$ cat src/rtl/lcd_pkg.sv
// Shared types for the LCD command scheduler: command codes, scheduler states, legality check.
package lcd_pkg;

  localparam int CW = 4;

  typedef enum logic [CW-1:0] {
    CMD_WRITE    = 4'd0,
    CMD_SHIFT_U  = 4'd1,
    CMD_SHIFT_D  = 4'd2,
    CMD_SHIFT_L  = 4'd3,
    CMD_SHIFT_R  = 4'd4,
    CMD_MAX      = 4'd5,
    CMD_MIN      = 4'd6,
    CMD_AVG      = 4'd7,
    CMD_ROT_CCW  = 4'd8,
    CMD_ROT_CW   = 4'd9,
    CMD_MIRROR_X = 4'd10,
    CMD_MIRROR_Y = 4'd11
  } cmd_e;

  typedef enum logic [2:0] {
    ST_IDLE,
    ST_ISSUE,
    ST_GUARD,
    ST_WAIT,
    ST_DRAIN,
    ST_DONE
  } sched_state_e;

  function automatic logic is_legal_cmd(input logic [CW-1:0] c);
    return c <= CMD_MIRROR_Y;
  endfunction

endpackage

$ cat src/rtl/lcd_cmd_fifo.sv
// Synchronous FIFO with wrap-bit pointers; level/full/empty derived from the pointer difference.
module lcd_cmd_fifo #(
  parameter int DEPTH = 4,
  parameter int W     = 4
) (
  input  logic                     clk,
  input  logic                     reset,
  input  logic                     push,
  input  logic [W-1:0]             din,
  input  logic                     pop,
  output logic [W-1:0]             dout,
  output logic [$clog2(DEPTH):0]   level,
  output logic                     full,
  output logic                     empty
);

  localparam int AW = $clog2(DEPTH);

  logic [W-1:0] mem [DEPTH];
  logic [AW:0]  wr_ptr;
  logic [AW:0]  rd_ptr;
  logic         wr_en;
  logic         rd_en;

  assign level = wr_ptr - rd_ptr;
  assign full  = (level == (AW+1)'(DEPTH));
  assign empty = (wr_ptr == rd_ptr);
  assign wr_en = push && !full;
  assign rd_en = pop && !empty;
  assign dout  = mem[rd_ptr[AW-1:0]];

  always_ff @(posedge clk or posedge reset) begin
    if (reset) begin
      wr_ptr <= '0;
      rd_ptr <= '0;
    end else begin
      if (wr_en) wr_ptr <= wr_ptr + 1'b1;
      if (rd_en) rd_ptr <= rd_ptr + 1'b1;
    end
  end

  // Storage needs no reset: entries are only read once the pointers say they are valid.
  always_ff @(posedge clk) begin
    if (wr_en) mem[wr_ptr[AW-1:0]] <= din;
  end

endmodule

$ cat src/rtl/lcd_cmd_sched.sv
// Host command scheduler: queues commands, issues one-cycle pulses to the engine when not busy.
// Optional issue counter port issue_count when LCD_SCHED_STATS_EN is defined.
module lcd_cmd_sched #(
  parameter int DEPTH = 4,
  parameter int GUARD = 2,
  parameter int CW    = lcd_pkg::CW
) (
  input  logic                   clk,
  input  logic                   reset,
  input  logic [CW-1:0]          host_cmd,
  input  logic                   host_valid,
  output logic                   host_ready,
  output logic [CW-1:0]          eng_cmd,
  output logic                   eng_cmd_valid,
  input  logic                   eng_busy,
  input  logic                   eng_done,
  output logic [$clog2(DEPTH):0] fifo_level,
  output logic                   sched_idle,
  output logic                   sched_done,
`ifdef LCD_SCHED_STATS_EN
  output logic [15:0]            issue_count,
`endif
  output logic                   err_illegal
);

  import lcd_pkg::*;

  localparam int GW = (GUARD > 1) ? $clog2(GUARD) : 1;

  sched_state_e  state;
  logic [GW-1:0] guard_cnt;
  logic          write_seen;
  logic          push;
  logic          pop;
  logic [CW-1:0] head;
  logic          full;
  logic          empty;

  lcd_cmd_fifo #(.DEPTH(DEPTH), .W(CW)) u_fifo (
    .clk   (clk),
    .reset (reset),
    .push  (push),
    .din   (host_cmd),
    .pop   (pop),
    .dout  (head),
    .level (fifo_level),
    .full  (full),
    .empty (empty)
  );

  // Ready depends only on registered state so the engine side never reaches the host handshake.
  assign host_ready = !full && !write_seen && (state != ST_DONE);
  assign push       = host_valid && host_ready;
  assign pop        = (state == ST_ISSUE);
  assign sched_idle = empty && (state == ST_IDLE);

  always_ff @(posedge clk or posedge reset) begin
    if (reset) begin
      state         <= ST_IDLE;
      guard_cnt     <= '0;
      eng_cmd       <= '0;
      eng_cmd_valid <= 1'b0;
      sched_done    <= 1'b0;
      err_illegal   <= 1'b0;
      write_seen    <= 1'b0;
    end else begin
      eng_cmd_valid <= 1'b0;
      if (push && host_cmd == CMD_WRITE) write_seen <= 1'b1;
      case (state)
        ST_IDLE: begin
          if (!empty && !eng_busy) state <= ST_ISSUE;
        end
        ST_ISSUE: begin
          if (!is_legal_cmd(head)) begin
            err_illegal <= 1'b1;
            state       <= ST_IDLE;
          end else begin
            eng_cmd_valid <= 1'b1;
            eng_cmd       <= head;
            guard_cnt     <= '0;
            if (head == CMD_WRITE) state <= ST_DRAIN;
            else                   state <= ST_GUARD;
          end
        end
        ST_GUARD: begin
          // Engine raises busy a few cycles late, so ignore it until the guard expires.
          if (guard_cnt == GW'(GUARD - 1)) state <= ST_WAIT;
          else                             guard_cnt <= guard_cnt + 1'b1;
        end
        ST_WAIT: begin
          if (!eng_busy) state <= ST_IDLE;
        end
        ST_DRAIN: begin
          if (eng_done) begin
            state      <= ST_DONE;
            sched_done <= 1'b1;
          end
        end
        ST_DONE: begin
          state <= ST_DONE;
        end
        default: state <= ST_IDLE;
      endcase
    end
  end

`ifdef LCD_SCHED_STATS_EN
  // Counts at the same edge the pulse is raised, so it tracks eng_cmd_valid exactly.
  always_ff @(posedge clk or posedge reset) begin
    if (reset) begin
      issue_count <= '0;
    end else if (state == ST_ISSUE && is_legal_cmd(head) && issue_count != 16'hFFFF) begin
      issue_count <= issue_count + 16'd1;
    end
  end
`endif

endmodule

$ cat config.mk
export PLATFORM = sky130hd
export DESIGN_NAME = lcd_cmd_sched
export DESIGN_NICKNAME = d
export VERILOG_FILES = /design/src/rtl/lcd_pkg.sv /design/src/rtl/lcd_cmd_fifo.sv /design/src/rtl/lcd_cmd_sched.sv
export SDC_FILE = /design/constraint.sdc
export NUM_CORES = 1
export LEC_CHECK = 0
export ABC_CLOCK_PERIOD_IN_PS = 3400
export BUFFER_PORTS_ARGS = -buffer_cell sky130_fd_sc_hd__buf_2
export CELL_PAD_IN_SITES_DETAIL_PLACEMENT = 1
export CELL_PAD_IN_SITES_GLOBAL_PLACEMENT = 1
export CORE_MARGIN = 10
export CORE_UTILIZATION = 36
export DETAILED_ROUTE_END_ITERATION = 7
export PLACE_DENSITY = 0.71
export REMOVE_ABC_BUFFERS = 1
export SYNTH_ARGS = -nofsm -noshare
export SYNTH_HDL_FRONTEND = slang
export SYNTH_HIERARCHICAL = 1
export SYNTH_SLANG_ARGS = --single-unit
$ cat constraint.sdc
create_clock -name clk -period 3.4 [get_ports clk]
set_input_delay 0.51 -clock clk [delete_from_list [all_inputs] [get_ports clk]]
set_output_delay 0.51 -clock clk [all_outputs]
set_load 0.02 [all_outputs]
### Word-level counts from Yosys, hierarchy flattened

Memories as Yosys holds them, arrays and structs flattened.
Cells that the tools add are included.

| storage, ports and cells | value |
|---|---|
| logic and storage cells | 64 |
| output and inout port bits | 12 |
| memories | 1 |
| input port bits | 9 |
| bits in registers | 18 |
| RAM bits | 16 |

Memories:

| memory | words | width | rd ports | clocked after memory_dff | write ports | line | source |
|---|---|---|---|---|---|---|---|
| u_fifo.mem | 4 | 4 | 1 | 0 | 1 | lcd_cmd_fifo.sv:19 | `logic [W-1:0] mem [DEPTH];` |

| operators by class | value |
|---|---|
| multiplexer cells | 14 |
| equality and inequality tests | 13 |
| bitwise logic cells | 1 |
| $lt $le $gt $ge | 1 |
| reductions and logical operators | 21 |
| $add $sub $neg | 4 |

Operators with widths:

| cell | number |
|---|---|
| $mux W3 | 6 |
| $pmux W3 S6 | 1 |
| $eq A3 B3 Y1 const B | 3 |
| $logic_and A1 B1 Y1 | 8 |
| $logic_not A4 Y1 | 2 |
| $ne A2 B2 Y1 const B | 4 |
| $reduce_and A2 Y1 | 4 |
| $add A3 B1 Y3 const B | 2 |
| $eq A3 B2 Y1 const B | 2 |
| $mux W1 | 6 |
| $le A4 B4 Y1 const B | 1 |
| $logic_not A1 Y1 | 4 |
| $reduce_and A4 Y1 | 1 |
| $eq A3 B1 Y1 const B | 1 |
| $eq A3 B3 Y1 | 1 |
| $logic_not A3 Y1 | 1 |
| $ne A3 B3 Y1 const B | 1 |
| $sub A3 B3 Y3 | 1 |
| $ne A2 B1 Y1 const B | 1 |
| $pmux W1 S2 | 1 |
| $reduce_bool A2 Y1 | 1 |
| $add A1 B1 Y1 const B | 1 |
| $not A1 Y1 | 1 |

### Logic depth before layout (Yosys ltp)

| logic depth | value |
|---|---|
| depth in word-level cells | 9 |
| depth in mapped cells | 11 |
| mapped depth without buffers | 11 |

### By module

Netlist, hierarchy kept.

By module, submodules not included:

| module | seq. area each (um2) | area each (um2) | times used | cells an instance |
|---|---|---|---|---|
| lcd_cmd_fifo | 630.6 | 1063.5 | 1 | 68 |
| lcd_cmd_sched | 300.3 | 588.1 | 1 | 50 |

### Worst setup path after synthesis

No wires, ideal clock.

| timing | value |
|---|---|
| kind | register to register |
| start | reg u_fifo.wr_ptr[0] |
| end | mem u_fifo.mem[0][0], enable pin |
| period minus slack after synthesis | 2853 ps |
| cell stages (with the launch flop) | 11 |
| setup slack | 547 ps |
| required time | 3102 ps |
| library setup time | 298 ps |
| buffers on the path | 0 |
| arrival | 2555 ps |
| path through | dfrtp_1 > inv_1 > ha_1 > inv_1 > fa_1 > xnor3_2 > and2_2 > nor3b_1 > nor2b_1 > a21boi_4 > and2_2 |

| on the way | value |
|---|---|
| word-level cells in the longest chain between the ends | 9 |

Ends and longest elaborated chain:

| element | line | source |
|---|---|---|
| start, declared | lcd_cmd_fifo.sv:20 | `logic [AW:0] wr_ptr;` |
| start signal, assigned | lcd_cmd_fifo.sv:37 | `if (wr_en) wr_ptr <= wr_ptr + 1'b1;` |
| $sub A3 B3 Y3 | lcd_cmd_fifo.sv:25 | `assign level = wr_ptr - rd_ptr;` |
| named net fifo_level[2] | lcd_cmd_sched.sv:17 | `output logic [$clog2(DEPTH):0] fifo_level,` |
| $eq A3 B3 Y1 | lcd_cmd_fifo.sv:26 | `assign full = (level == (AW+1)'(DEPTH));` |
| named net full | lcd_cmd_sched.sv:36 | `logic full;` |
| $logic_not A1 Y1 | lcd_cmd_sched.sv:52 | `assign host_ready = !full && !write_seen && (state != ST_DONE);` |
| $logic_and A1 B1 Y1 (2 in series) | lcd_cmd_sched.sv:52 |  |
| $logic_and A1 B1 Y1 | lcd_cmd_sched.sv:53 | `assign push = host_valid && host_ready;` |
| named net push | lcd_cmd_sched.sv:33 | `logic push;` |
| $logic_and A1 B1 Y1 | lcd_cmd_fifo.sv:28 | `assign wr_en = push && !full;` |
| $mux W1 | lcd_cmd_fifo.sv:44 | `if (wr_en) mem[wr_ptr[AW-1:0]] <= din;` |
| $mux W1 (implied by the code) | lcd_cmd_fifo.sv:44 |  |
| end, declared | lcd_cmd_fifo.sv:19 |  |

The timed path passes the listed nets, and every way through them passes these cells.

### Worst setup path after layout

| timing | value |
|---|---|
| start | reg u_fifo.wr_ptr[0] |
| end | mem u_fifo.mem[0][2], enable pin |

| on the way | value |
|---|---|
| word-level cells in the longest chain between the ends | 9 |

Ends and longest elaborated chain:

| element | line |
|---|---|
| $sub A3 B3 Y3 | lcd_cmd_fifo.sv:25 |
| $eq A3 B3 Y1 | lcd_cmd_fifo.sv:26 |
| named net full | lcd_cmd_sched.sv:36 |
| $logic_not A1 Y1 | lcd_cmd_sched.sv:52 |
| $logic_and A1 B1 Y1 (2 in series) | lcd_cmd_sched.sv:52 |
| $logic_and A1 B1 Y1 | lcd_cmd_sched.sv:53 |
| named net push | lcd_cmd_sched.sv:33 |
| $logic_and A1 B1 Y1 | lcd_cmd_fifo.sv:28 |
| $mux W1 | lcd_cmd_fifo.sv:44 |
| $mux W1 (implied by the code) | lcd_cmd_fifo.sv:44 |

The timed path passes the listed nets, and every way through them passes these cells.

==> impl_metrics.env <==
export IMPL_grt_util_all_layers_pct=9.69
export IMPL_synth_edff_count=16
export IMPL_min_period_over_period_pct=92.4
export IMPL_async_flop_share_pct=52.9
export IMPL_multi_input_area_um2=646
export IMPL_hold_viol=0
export IMPL_fillers=478
export IMPL_stdcell_count=193
export IMPL_path_delay_family="simple AND/OR/NAND/NOR gates"
export IMPL_cpMaxStageDelayCell="dfrtp_1"
export IMPL_portBuffers=20
export IMPL_layout_drive_gt1_share_pct=36.9
export IMPL_drt_first_pass_iters=4
export IMPL_ys_flop_type="dfrtp_1"
export IMPL_pwr_share_comb_pct=48.6
export IMPL_cts_tree="yes"
export IMPL_critical_path_startpoint="u_fifo/wr_ptr[0]"
export IMPL_rr_startpoint="u_fifo/wr_ptr[0]"
export IMPL_antenna_cells=0
export IMPL_synth_commonest_cells="dfrtp_1, edfxtp_1, inv_1, ha_1"
export IMPL_cp_max_fo=6
export IMPL_htreeDepth=2
export IMPL_syn_area_um2=1650
export IMPL_cts_buffers_inserted=5
export IMPL_status="finished clean"
export IMPL_final_util_pct=42.6
export IMPL_core_area_um2=4380
export IMPL_dp_cells=185
export IMPL_worst_setup_path_start_kind="register"
export IMPL_power_frac_seq_pct=36.6
export IMPL_initial_core_util_pct=37.7
export IMPL_p_clk_share_pct=14.7
export IMPL_p_leak_uw=0.000788
export IMPL_power_density_nw_per_um2=1030
export IMPL_min_period_ps=3140
export IMPL_rsz0062_at_grt="no"
export IMPL_hold_worst_slack_ps=160
export IMPL_setup_viol=0
export IMPL_grt_max_degree=13
export IMPL_finalMaxSlewViolations=0
export IMPL_netlist_top_cells_area="edfxtp_1, dfrtp_1, mux4_2"
export IMPL_ys_seq_area_share_pct=56.4
export IMPL_antenna_found_initial=0
export IMPL_cp_end_kind="register"
export IMPL_placementRows=24
export IMPL_synth_top_cell_by_area="edfxtp_1"
export IMPL_netlist_instances=118
export IMPL_die_h_um=87.7
export IMPL_pin_count=21
export IMPL_ys_ff_latch=34
export IMPL_drt_iter0_markers=66
export IMPL_syn_to_final_growth_pct=13.0
export IMPL_clock_latency_ps=280
export IMPL_grt_pass1_wl_um=5710
export IMPL_cap_violations=0
export IMPL_yosysMostFrequentCell="dfrtp_1"
export IMPL_cp_required_ps=3390
export IMPL_switching_power_uw=808
export IMPL_synth_distinct_cells=43
export IMPL_swShare_pct=42.0
export IMPL_hold_class="in -> async"
export IMPL_dp_hpwl_um=2760
export IMPL_crit_path_max_incr_delay_ps=400
export IMPL_internal_power_uw=1110
export IMPL_vdd_drop_max_mv=0.580
export IMPL_wl_per_cell_um=18.1
export IMPL_synth_top_cell_area_share_pct=29.1
export IMPL_clk_pin_slew_worst_paths_ps=70
export IMPL_critPathKind="reg -> reg"
export IMPL_avgSynthCellArea_um2=14.0
export IMPL_fin_skew_ps=6.54
export IMPL_overflow=0
export IMPL_tightestPinTransition_ps=532
export IMPL_postCtsSetupBuffers=0
export IMPL_clk_path_buf_depth=2
export IMPL_vias=995
export IMPL_die_area_um2=7700
export IMPL_crit_arrival_ps=3130
export IMPL_routed_wl_um=3500
export IMPL_cts_sinks=34
export IMPL_cp_cell_sequence="inv_1 -> ha_1 -> inv_1 -> fa_1 -> xnor3_2 -> and2_2 -> nor3b_1 -> nor2b_1 -> a21boi_4 -> and2_2"
export IMPL_relSlewSlack_pct=64.5
export IMPL_path_buf_inv=2
export IMPL_hold_buffers=0
export IMPL_fmax_mhz=318
export IMPL_gp_congestion=0.762
export IMPL_drc=0
export IMPL_yosys_warnings=6
export IMPL_ant_nets=0
export IMPL_clock_root_buffer="clkbuf_8"
export IMPL_via_per_inst=5.16
export IMPL_grt_pass1_vias=1159
export IMPL_tns_ps=0
export IMPL_dieWidth_um=87.7
export IMPL_seq_area_um2=932
export IMPL_fin_nets=157
-- metrics by stage --
stage | setup slack, ps | total power (µW) | cell area, µm²
3_3_place_gp | 426 | 1600 | 1780
3_5_place_dp | 224 | 1660 | 1780
5_1_grt | 47.4 | 2060 | 1870
2_1_floorplan | 496 | 1370 | 1620
6_report | 260 | 1920 | 1870
4_1_cts | 190 | 1950 | 1870
-- layout by cell type (no fill, tap or decap), drive strengths merged, types with 3 or more instances in the layout --
cell type	Yosys	final
nor4	3	3
mux4	4	4
and2	5	5
dfrtp	18	18
edfxtp	16	16
nand2	7	7
inv	9	9
nor2	6	6
ha	7	7
mux2	3	3
buf	4	20
o21ai	3	3
clkbuf	1	5
-- what timing repair did --
| action | CTS | global route |
|---|---|---|
| endpoints found under the setup margin | 0 | 8 |
| gates resized for setup | 0 | 1 |
| hold endpoints to repair | 0 | 0 |
-- layer usage --
layer	part of all wire (%)	track usage, %	vias to the layer above
met3	4.7	3.53	5
met1	42	10.2	498
li1	-	-	472
met2	52	17.1	20
met4	1.6	3.91	0
met5	0	0	-
-- power groups by stage --
stage | Sequential (µW) | Combinational [µW] | Clock, µW
4_1_cts | 706 | 953 | 292
2_1_floorplan | 722 | 653 | 0
6_report | 703 | 935 | 283
3_3_place_gp | 691 | 907 | 0
5_1_grt | 725 | 1030 | 313
3_5_place_dp | 710 | 945 | 0
-- cell families (layout without fill, tap and decap cells) --
group           Yosys count  in the layout  synth area share [%]
fa+ha+maj                 8              8                  6.51
compound gates           15             15                  7.50
mux                       7              7                  7.95
simple gates             35             35                  13.6
buf+inv                  14             37                  4.55
xor+xnor                  5              5                  3.56
flops                    34             34                  56.4
-- worst paths after layout --
| path | depth (start not counted) | end | slack (ps) |
|---|---|---|---|
| min reg2reg | 1 | sched_done | 460 |
| min in group clk | 1 | sched_done | 460 |
| max reg2reg | 10 | u_fifo/mem[0][2] | 260 |
| min | 2 | u_fifo/rd_ptr[1] | 160 |
| max in group asynchronous | 2 | eng_cmd[3] | 2770 |
| max | 10 | u_fifo/mem[0][2] | 260 |
-- state kept, by name (all words and copies together) (netlist names) --
| register | cells |
|---|---|
| eng_cmd_valid | 1 |
| guard_cnt | 1 |
| u_fifo/rd_ptr | 3 |
| sched_done | 1 |
| eng_cmd | 4 |
| u_fifo/mem | 16 |
| err_illegal | 1 |
| state | 3 |
| u_fifo/wr_ptr | 3 |
| write_seen | 1 |
-- area by class of cell --
cell class | count | share of cell area [%]
Sequential cell | 34 | 49.9
Multi-Input combinational cell | 70 | 34.6
Timing Repair Buffer | 20 | 5.36
Clock buffer | 5 | 3.69
Tap cell | 52 | 3.49
Inverter | 9 | 2.08
Clock inverter | 3 | 0.871
-- worst reg2reg max path, cell delays in order, from the launching register on --
cell      delay [ps]
dfrtp_1          400
inv_1            170
ha_1             170
inv_1             40
fa_1             400
xnor3_2          290
and2_2           240
nor3b_1          290
nor2b_1          300
a21boi_4         310
and2_2           230
Power figures use the tool's default switching activity.
